$ cat config.mk
export PLATFORM = sky130hd
export DESIGN_NAME = vga_text_console_flat
export DESIGN_NICKNAME = d
export VERILOG_FILES = /design/src/rtl/vga_text_console_pkg.sv /design/src/rtl/vga_text_console_if.sv /design/src/rtl/vga_text_console.sv /design/src/flat_wrapper.sv
export SDC_FILE = /design/constraint.sdc
export NUM_CORES = 1
export LEC_CHECK = 0
export ABC_AREA = 1
export CORE_ASPECT_RATIO = 1.25
export CORE_MARGIN = 3
export CORE_UTILIZATION = 55
export DETAILED_ROUTE_END_ITERATION = 16
export MAX_ROUTING_LAYER = met4
export PLACE_DENSITY = 0.82
export SETUP_SLACK_MARGIN = 0.15
export SLEW_MARGIN = 20
export SYNTH_ARGS = -nofsm -noshare
export SYNTH_HDL_FRONTEND = slang
export SYNTH_SLANG_ARGS = --single-unit
$ cat constraint.sdc
create_clock -name vclk -period 2.3 [get_ports vclk]
set_input_delay 0.46 -clock vclk [delete_from_list [all_inputs] [get_ports vclk]]
set_output_delay 0.46 -clock vclk [all_outputs]
set_load 0.03 [all_outputs]
$ cat src/rtl/vga_text_console_pkg.sv
// Shared constants, state encoding and address helper for the text console.
// Optional feature macro: CONSOLE_SCROLL_EN (adds the VRAM scroll states).
package console_pkg;

  localparam int unsigned COLS         = 80;
  localparam int unsigned ROWS         = 25;
  localparam int unsigned CELLS        = 2000;
  localparam int unsigned SCROLL_CELLS = 1920;

  localparam logic [11:0] ATTR_BASE = 12'h800;

  localparam logic [7:0] CH_CR    = 8'h0D;
  localparam logic [7:0] CH_LF    = 8'h0A;
  localparam logic [7:0] CH_BS    = 8'h08;
  localparam logic [7:0] CH_FF    = 8'h0C;
  localparam logic [7:0] CH_SPACE = 8'h20;

  typedef enum logic [2:0] {
    IDLE,
    WCH,
    WAT,
    CLR
`ifdef CONSOLE_SCROLL_EN
    ,
    SC_RD,
    SC_CAP,
    SC_WR,
    SC_FILL
`endif
  } state_t;

  // row*80 + col, built from shifts so no multiplier is needed
  function automatic logic [10:0] cell_addr(input logic [4:0] row, input logic [6:0] col);
    return {row, 6'b000000} + {2'b00, row, 4'b0000} + {4'b0000, col};
  endfunction

endpackage

$ cat src/rtl/vga_text_console_if.sv
// Byte-stream handshake plus VRAM system-port bus of the text console.
// master: the console (drives VRAM port and char_ready).
// slave : the surrounding byte source and VRAM.
interface vga_text_console_if;
  logic [7:0]  char_in;
  logic        char_valid;
  logic        char_ready;
  logic [7:0]  attr_in;
  logic [11:0] vram_addr;
  logic [7:0]  vram_din;
  logic        vram_we;
  logic [7:0]  vram_dout;

  modport master (
    input  char_in, char_valid, attr_in, vram_dout,
    output char_ready, vram_addr, vram_din, vram_we
  );

  modport slave (
    output char_in, char_valid, attr_in, vram_dout,
    input  char_ready, vram_addr, vram_din, vram_we
  );
endinterface

$ cat src/rtl/vga_text_console.sv
// Character-stream terminal controller owning the 80x25 text VRAM system port.
// Handles CR, LF, BS, FF and printable bytes, maintains the cursor.
// Optional feature macro: CONSOLE_SCROLL_EN -- LF on the last row scrolls the
// screen by copying VRAM through the same port; otherwise the cursor wraps to row 0.
module vga_text_console
  import console_pkg::*;
(
  input  logic                      vclk,
  input  logic                      rst_n,
  vga_text_console_if.master        bus,
  output logic [6:0]                cur_col,
  output logic [4:0]                cur_row,
  output logic                      busy
);

  localparam logic [6:0]  COL_LAST  = 7'(COLS - 1);
  localparam logic [4:0]  ROW_LAST  = 5'(ROWS - 1);
  localparam logic [10:0] CELL_LAST = 11'(CELLS - 1);
`ifdef CONSOLE_SCROLL_EN
  localparam logic [10:0] COPY_LAST = 11'(SCROLL_CELLS - 1);
  localparam logic [10:0] FILL_LAST = 11'(COLS - 1);
`endif

  state_t      state_q, state_n;
  logic [6:0]  col_q, col_n;
  logic [4:0]  row_q, row_n;
  logic [10:0] idx_q, idx_n;
  logic        plane_q, plane_n;
  logic [7:0]  attr_q, attr_n;
  logic [11:0] addr_q, addr_n;
  logic [7:0]  din_q, din_n;
  logic        we_q, we_n;
  logic        busy_q, busy_n;
  logic        do_lf;

`ifndef CONSOLE_SCROLL_EN
  logic unused_dout;
  assign unused_dout = ^bus.vram_dout;
`endif

  assign bus.char_ready = (state_q == IDLE);
  assign bus.vram_addr  = addr_q;
  assign bus.vram_din   = din_q;
  assign bus.vram_we    = we_q;
  assign cur_col        = col_q;
  assign cur_row        = row_q;
  assign busy           = busy_q;

  // Next-state and next-output decode; every VRAM output is registered from here.
  always_comb begin
    state_n = state_q;
    col_n   = col_q;
    row_n   = row_q;
    idx_n   = idx_q;
    plane_n = plane_q;
    attr_n  = attr_q;
    addr_n  = addr_q;
    din_n   = din_q;
    we_n    = 1'b0;
    busy_n  = busy_q;
    do_lf   = 1'b0;

    case (state_q)
      IDLE: begin
        if (bus.char_valid) begin
          attr_n = bus.attr_in;
          case (bus.char_in)
            CH_CR: col_n = '0;
            CH_LF: do_lf = 1'b1;
            CH_BS: begin
              if (col_q != '0) col_n = col_q - 7'd1;
            end
            CH_FF: begin
              state_n = CLR;
              idx_n   = '0;
              plane_n = 1'b0;
              addr_n  = '0;
              din_n   = CH_SPACE;
              we_n    = 1'b1;
              busy_n  = 1'b1;
            end
            default: begin
              state_n = WCH;
              addr_n  = {1'b0, cell_addr(row_q, col_q)};
              din_n   = bus.char_in;
              we_n    = 1'b1;
            end
          endcase
        end
      end

      WCH: begin
        state_n = WAT;
        addr_n  = addr_q | ATTR_BASE;
        din_n   = attr_q;
        we_n    = 1'b1;
      end

      WAT: begin
        state_n = IDLE;
        if (col_q == COL_LAST) begin
          col_n = '0;
          do_lf = 1'b1;
        end else begin
          col_n = col_q + 7'd1;
        end
      end

      // Char plane first, then attribute plane, sharing idx/plane.
      CLR: begin
        if (idx_q == CELL_LAST) begin
          if (!plane_q) begin
            plane_n = 1'b1;
            idx_n   = '0;
            addr_n  = ATTR_BASE;
            din_n   = attr_q;
            we_n    = 1'b1;
          end else begin
            state_n = IDLE;
            busy_n  = 1'b0;
            col_n   = '0;
            row_n   = '0;
          end
        end else begin
          idx_n  = idx_q + 11'd1;
          addr_n = {plane_q, idx_q + 11'd1};
          we_n   = 1'b1;
        end
      end

`ifdef CONSOLE_SCROLL_EN
      SC_RD: state_n = SC_CAP;

      // vram_din doubles as the capture register for the copied byte.
      SC_CAP: begin
        state_n = SC_WR;
        addr_n  = {plane_q, idx_q};
        din_n   = bus.vram_dout;
        we_n    = 1'b1;
      end

      SC_WR: begin
        if (idx_q == COPY_LAST) begin
          state_n = SC_FILL;
          idx_n   = '0;
          addr_n  = {plane_q, 11'(SCROLL_CELLS)};
          din_n   = plane_q ? attr_q : CH_SPACE;
          we_n    = 1'b1;
        end else begin
          state_n = SC_RD;
          idx_n   = idx_q + 11'd1;
          addr_n  = {plane_q, idx_q + 11'(COLS + 1)};
        end
      end

      SC_FILL: begin
        if (idx_q == FILL_LAST) begin
          if (!plane_q) begin
            state_n = SC_RD;
            plane_n = 1'b1;
            idx_n   = '0;
            addr_n  = {1'b1, 11'(COLS)};
          end else begin
            state_n = IDLE;
            busy_n  = 1'b0;
            col_n   = '0;
            row_n   = ROW_LAST;
          end
        end else begin
          idx_n  = idx_q + 11'd1;
          addr_n = addr_q + 12'd1;
          we_n   = 1'b1;
        end
      end
`endif

      default: state_n = IDLE;
    endcase

    // Line feed shared by explicit LF and wrap after column 79.
    if (do_lf) begin
      if (row_q != ROW_LAST) begin
        row_n = row_q + 5'd1;
      end else begin
`ifdef CONSOLE_SCROLL_EN
        state_n = SC_RD;
        idx_n   = '0;
        plane_n = 1'b0;
        addr_n  = 12'(COLS);
        we_n    = 1'b0;
        busy_n  = 1'b1;
`else
        row_n   = '0;
`endif
      end
    end
  end

  // State, cursor, sweep counter and registered VRAM outputs.
  always_ff @(posedge vclk or negedge rst_n) begin
    if (!rst_n) begin
      state_q <= IDLE;
      col_q   <= '0;
      row_q   <= '0;
      idx_q   <= '0;
      plane_q <= 1'b0;
      attr_q  <= '0;
      addr_q  <= '0;
      din_q   <= '0;
      we_q    <= 1'b0;
      busy_q  <= 1'b0;
    end else begin
      state_q <= state_n;
      col_q   <= col_n;
      row_q   <= row_n;
      idx_q   <= idx_n;
      plane_q <= plane_n;
      attr_q  <= attr_n;
      addr_q  <= addr_n;
      din_q   <= din_n;
      we_q    <= we_n;
      busy_q  <= busy_n;
    end
  end

endmodule
$ cat src/flat_wrapper.sv
// flat-port wrapper written by rule: the top's interface ports become plain ports
module vga_text_console_flat import console_pkg::*;
  (vclk, rst_n, cur_col, cur_row, busy, bus_char_in, bus_char_valid, bus_attr_in, bus_vram_dout, bus_char_ready, bus_vram_addr, bus_vram_din, bus_vram_we);
  vga_text_console_if bus_i ();
  input  logic vclk;
  input  logic rst_n;
  output logic [6:0] cur_col;
  output logic [4:0] cur_row;
  output logic busy;
  input wire logic [$bits(bus_i.char_in)-1:0] bus_char_in;
  input wire logic [$bits(bus_i.char_valid)-1:0] bus_char_valid;
  input wire logic [$bits(bus_i.attr_in)-1:0] bus_attr_in;
  input wire logic [$bits(bus_i.vram_dout)-1:0] bus_vram_dout;
  output wire logic [$bits(bus_i.char_ready)-1:0] bus_char_ready;
  output wire logic [$bits(bus_i.vram_addr)-1:0] bus_vram_addr;
  output wire logic [$bits(bus_i.vram_din)-1:0] bus_vram_din;
  output wire logic [$bits(bus_i.vram_we)-1:0] bus_vram_we;
  assign bus_i.char_in = bus_char_in;
  assign bus_i.char_valid = bus_char_valid;
  assign bus_i.attr_in = bus_attr_in;
  assign bus_i.vram_dout = bus_vram_dout;
  assign bus_char_ready = bus_i.char_ready;
  assign bus_vram_addr = bus_i.vram_addr;
  assign bus_vram_din = bus_i.vram_din;
  assign bus_vram_we = bus_i.vram_we;
  vga_text_console u_core (.vclk(vclk), .rst_n(rst_n), .bus(bus_i), .cur_col(cur_col), .cur_row(cur_row), .busy(busy));
endmodule
==> results of run 1 <==
-- critical path: cells and delay by family (launching register included) --
family	cells	cell delay [ns]
fa+ha+maj	2	0.93
simple gates	6	0.49
flops	1	0.43
xor+xnor	1	0.14
buf+inv	1	0.05
-- final cells by class --
cell class / instances / area (µm²)
Multi-Input combinational cell: 421 / 2208
Sequential cell: 56 / 1405
Clock inverter: 3 / 21.27
Clock buffer: 5 / 68.82
Tap cell: 87 / 108.9
Fill cell: 564 / 2022
Timing Repair Buffer: 74 / 681.9
Inverter: 57 / 214.0
-- placed cells by master, fill, tap and decap left out, types with 2 or more instances in the layout --
| cell type | count |
|---|---|
| o21bai_1 | 2 |
| xnor2_1 | 2 |
| or2_2 | 2 |
| nor2_2 | 5 |
| nand2_4 | 5 |
| dfrtp_1 | 53 |
| nand4_1 | 9 |
| nand3_4 | 4 |
| nor2_8 | 2 |
| nor2_1 | 35 |
| ha_1 | 17 |
| o21ai_1 | 6 |
| a21oi_1 | 10 |
| clkbuf_8 | 5 |
| nand2_2 | 3 |
| xor2_1 | 5 |
| nand3_1 | 70 |
| inv_2 | 4 |
| nand2_1 | 204 |
| buf_4 | 21 |
| inv_1 | 53 |
| o21ai_0 | 24 |
| dfrtp_2 | 3 |
| nor2_4 | 4 |
| clkdlybuf4s50_1 | 51 |
| nand3b_1 | 4 |
-- cell usage after synthesis (all sizes together) --
| master | instances | area share, % |
|---|---|---|
| nand4 | 9 | 1.4 |
| or2 | 2 | 0.32 |
| clkbuf | 1 | 0.096 |
| inv | 57 | 5.5 |
| o21bai | 2 | 0.38 |
| a31oi | 1 | 0.16 |
| o21ai | 30 | 3.9 |
| fa | 2 | 1.0 |
| xor2 | 5 | 1.1 |
| dfrtp | 56 | 36 |
| xnor2 | 2 | 0.45 |
| ha | 19 | 6.1 |
| nand3 | 75 | 11 |
| nand2 | 212 | 22 |
| nand3b | 4 | 0.77 |
| o31ai | 1 | 0.19 |
| a21oi | 10 | 1.3 |
| buf | 11 | 2.3 |
| nor3 | 1 | 0.13 |
| nor2 | 46 | 6.4 |
-- power groups by stage --
stage                     registers, mW  logic (mW)  clock network [mW]
after detailed placement           1.38        2.45                   0
final                              1.36        2.44               0.562
after global routing               1.39        2.69               0.608
after global placement             1.37        2.40                   0
after CTS                          1.36        2.45               0.569
after floorplan                    1.59        1.51                   0
-- state kept, by name (all words and copies together), names as in the netlist --
signal,count
u_core.state_q,2
u_core.attr_q,8
u_core.bus.vram_we,1
u_core.bus.vram_addr,12
u_core.bus.vram_din,8
u_core.idx_q,11
u_core.cur_col,7
u_core.busy,1
u_core.cur_row,5
u_core.plane_q,1
-- metal layers --
metal | share of wire, % | vias to the layer above | GRT usage, %
met2 | 54 | 95 | 44.79
met4 | 2.6 | 0 | 8.843
li1 | - | 1885 | -
met5 | 0 | - | -
met1 | 39 | 1757 | 28.26
met3 | 4.1 | 21 | 3.142
-- timing repair --
action,in CTS,in global routing
pin swaps,2,5
setup endpoints to repair,2,3
resized for setup,1,3
buffers inserted,0,1
-- per-stage QoR --
stage | setup WS, ns | instance area (µm²) | util, %
after detailed placement | 0.1241 | 4597 | 68.30
after global routing | 0.1031 | 4708 | 69.96
after CTS | 0.1705 | 4686 | 69.62
after floorplan | 0.1500 | 3906 | -
final | 0.2002 | 4708 | 69.96
after global placement | 0.1662 | 4597 | 68.30
-- final timing paths --
check / slack (ns) / to / cells past startpoint
min in group vclk: 0.48 / u_core.bus.vram_addr[4] / 2
hold reg to reg: 0.48 / u_core.bus.vram_addr[4] / 2
setup reg to reg: 0.20 / u_core.bus.vram_addr[9] / 10
max in group asynchronous: 1.39 / u_core.bus.vram_din[2] / 2
setup / recovery: 0.20 / u_core.bus.vram_addr[9] / 10
hold / removal: 0.22 / u_core.idx_q[7] / 1
-- logic make-up after synthesis --
group	count (synthesis)	synth area share [%]
DFF	56	35.93
buffers and inverters	69	7.892
xor gates and xnor gates	7	1.572
and+or+nand+nor	349	41.61
AOI/OAI and AO/OA	44	5.871
adders and majority gates	21	7.122
==> results.md, run 1 <==
- Status: finished clean
- Clock latency at the later pin of the worst-skew pair: 0.32 ns
- Worst path cell trace: fa_1, inv_2, fa_2, nand3b_1, nand2_1, xor2_1, nand2_1, nand2_1, nand2_1, nand2_1
- Crit path from: u_core.cur_row[0]
- Cts-stage hold buffer count: 0
- Setup crit end kind: flop
- IO Pins: 62
- Initial antenna violation count: 0
- Post-Synthesis Cell Area: 0.003900 mm²
- Chip height: 100.1 µm
- Fin nets: 663
- PnR Total Power: 4.366 mW
- Synth Register Bits: 56
- Drt drc: 0
- Max_cap viols: 0
- Fin crit period: 2.100 ns
- Most frequent CP cell: nand2_1
- Post-route insts no fill: 703
- TritonRoute pass-1 iters: 4
- CTS Root Cell: clkbuf_8
- Kind of critical path: reg2reg
- Net switching power: 2.078 mW
- Setup crit start kind: flop
- Crit-path max FO: 2
- Initial drt markers: 167
- Clk slew on worst S/H paths: 0.11 ns
- Combinational power share: 55.9%
- CP peak stage delay: 0.58 ns
- First-pass GRT wire length: 15.73 mm
- Final slew viol count: 0
- Worst min-delay path class: in2async
- Pleak: 2.449 nW
- Fmax: 0.4762 GHz
- Gr usage total: 25.08%
- Worst EP arrival: 2.37 ns
- Final setup fails: 0
- Placed insts: 694
- Hold_ws: 0.2150 ns
- Synth Instances: 546
- Sink Count: 56
- Reg2reg start: u_core.cur_row[0]
- Post-synthesis net count: 594
- Core Area: 0.006730 mm²
- Post-DP HPWL: 7.567 mm
- H-Tree Depth: 2
- Area Growth Syn to Fin: 20.73%
- Worst rel slew slack: 47.27%
- Pwr dens: 927.4 mW/mm²
- Fin. Hold Viols: 0
- Seq/Total Area, Yosys: 35.93%
- Largest net degree at the start of global routing: 33
- Die area: 0.008143 mm²
- CP max stage cell: fa_1
- Antenna violation net count after detailed routing: 0
- Netlist cell types: 31
- Worst Skew: 0.01168 ns
- Number of global-route vias before repair: 3598
- CP Data Required Time: 2.57 ns
- Initial Util: 57.95%
- Crit share post-route: 91.29%
- # port buffers: 53
- Drt via density: 5.346
- Reg power frac: 31.2%
- Grt ovf: 0
- TritonCTS clock tree: built
- CTS buffer count: 5
- Antenna cells: 0
- Internal power: 2.289 mW
- Setup TNS: 0 ns
- GP Congestion: 0.9286
- Clk buf depth: 2
- Post-Route WL: 9.662 mm
- Clock share of power: 12.9%
- Worst-Margin Slew: 0.7910 ns
- YS warnings: 0
- Die width: 81.32 µm
- Layout cells sized above 1: 10.71%
- Max VDD drop: 632.5 µV
- RSZ-0062 raised after global routing: true
- Row count: 33
- Wirelength per Cell: 13.74 µm
- Sw Ratio: 47.58%
- Mapped Avg Cell Area: 7.143 µm²
- Via count: 3758
Power figures use the tool's default switching activity.
==> inputs of run 2 (changes only) <==
- clock period: 2.3 -> 2.4 ns (I/O delays scaled with it)
==> results.md, run 2 (synthesized netlist as in run 1, its figures left out) <==
- Pleak: 2.449 nW
- Fin util: 69.66%
- Pwr dens: 913.2 mW/mm²
- Post-route cell area: 0.004688 mm²
- Clock latency at the later pin of the worst-skew pair: 0.32 ns
- Max_cap viols: 0
- Clk buf depth: 2
- Setup crit end kind: output port
- GP Congestion: 0.9617
- TritonCTS clock tree: built
- CTS Root Cell: clkbuf_8
- Area Growth Syn to Fin: 20.21%
- Placed insts: 690
- Commonest non-fill, non-tap cell in the layout: nand2_1
- Chip height: 100.1 µm
- Status: finished clean
- Core Area: 0.006730 mm²
- Largest net degree at the start of global routing: 57
- Clk slew on worst S/H paths: 0.10 ns
- Initial drt markers: 258
- Most frequent cells in the layout: 204 x nand2_1, 70 x nand3_1, 54 x inv_1, 54 x dfrtp_1, 51 x clkdlybuf4s50_1
- Post-DP HPWL: 7.135 mm
- Worst-Margin Slew: 0.5395 ns
- Post-route insts no fill: 698
- Initial Util: 57.95%
- Die width: 81.32 µm
- Antenna violation net count after detailed routing: 0
- Fin. Hold Viols: 0
- Row count: 33
- Wirelength per Cell: 13.30 µm
- Crit-path max FO: 7
- Setup bufs post-CTS: 0
- Hold_ws: 0.1176 ns
- Drt via density: 5.317
- Max reg flops: 12
- CTS buffer count: 5
- Drt drc: 0
- Fin crit period: 2.134 ns
- Grt ovf: 0
- Worst Skew: 0.007437 ns
- Worst min-delay path class: in2async
- Initial antenna violation count: 0
- Final slew viol count: 0
- Sink Count: 56
- IO Pins: 62
- Area after DPL: 0.004576 mm²
- Die area: 0.008143 mm²
- Crit share post-route: 88.91%
- RSZ-0062 raised after global routing: false
- Setup TNS: 0 ns
- Max VDD drop: 620.0 µV
- Kind of critical path: reg2out
- Final setup fails: 0
- Post-Route WL: 9.280 mm
- # port buffers: 53
- H-Tree Depth: 2
- Worst EP arrival: 1.65 ns
- Worst rel slew slack: 63.72%
- Fin nets: 658
- CP Data Required Time: 1.92 ns
- TritonRoute pass-1 iters: 5
- Via count: 3711
- Layout cells sized above 1: 9.165%
- Gr usage total: 25.53%
- Number of global-route vias before repair: 3727
- Setup crit start kind: flop
- Fmax: 0.4686 GHz
- First-pass GRT wire length: 16.14 mm
- Antenna cells: 0
==> run 2: cell count changes in the layout (fill, tap and decap cells not counted), sizes merged <==
cell	change
clkinvlp	-1
clkinv	-1
bufinv	+1
buf	-5
clkbuf	+1
==> run 2: layout make-up <==
| class | count | area, µm² |
|---|---|---|
| multi-input combinational | 421 | 2193 |
| fill | 547 | 2042 |
| sequential | 56 | 1404 |
| timing repair buffer | 69 | 656.9 |
| inverter | 57 | 214.0 |
| tap | 87 | 108.9 |
| clock buffer | 6 | 72.57 |
| clock inverter | 2 | 38.79 |
==> run 2: per-stage QoR <==
stage               setup slack [ns]  total power, mW
finish                        0.2662            4.281
global route                  0.1546            4.626
CTS                           0.1550            4.299
detailed placement            0.1616            3.652
global placement              0.1803            3.607
floorplan                     0.1603            2.975
==> run 2: worst paths after layout <==
| path | from | endpoint | slack [ns] | depth (start not counted) |
|---|---|---|---|---|
| max in group asynchronous | rst_n | u_core.cur_col[0] | 1.99 | 2 |
| setup / recovery | u_core.state_q[0] | bus_char_ready | 0.27 | 3 |
| min in group vclk | u_core.bus.vram_addr[5] | u_core.bus.vram_addr[5] | 0.49 | 2 |
| hold reg to reg | u_core.bus.vram_addr[5] | u_core.bus.vram_addr[5] | 0.49 | 2 |
| hold / removal | rst_n | u_core.cur_row[3] | 0.12 | 2 |
| setup reg to reg | u_core.cur_row[0] | u_core.bus.vram_addr[9] | 0.29 | 10 |
==> run 2: timing repair <==
action	in CTS	in global routing
gates resized for setup	1	1
pin swaps	0	4
endpoints found under the setup margin	1	1
hold buffers	0	0
==> run 2: layer usage <==
| metal | GRT usage (%) | vias up | share of wire, % |
|---|---|---|---|
| met1 | 29.43 | 1707 | 41 |
| met2 | 44.10 | 105 | 52 |
| met3 | 3.501 | 28 | 4.1 |
| met5 | - | - | 0 |
| met4 | 10.14 | 0 | 3.2 |
| li1 | - | 1871 | - |
==> run 2: critical path, stage by stage (launching register included) <==
cell and delay, ns:
dfrtp_1 0.42, inv_1 0.10, ha_1 0.36, dlygate4sd2_1 0.46
==> run 2: where the power goes <==
part           internal, mW  switching (mW)
logic                 0.831            1.50
registers              1.16           0.147
clock network         0.316           0.328
total                  2.30            1.98
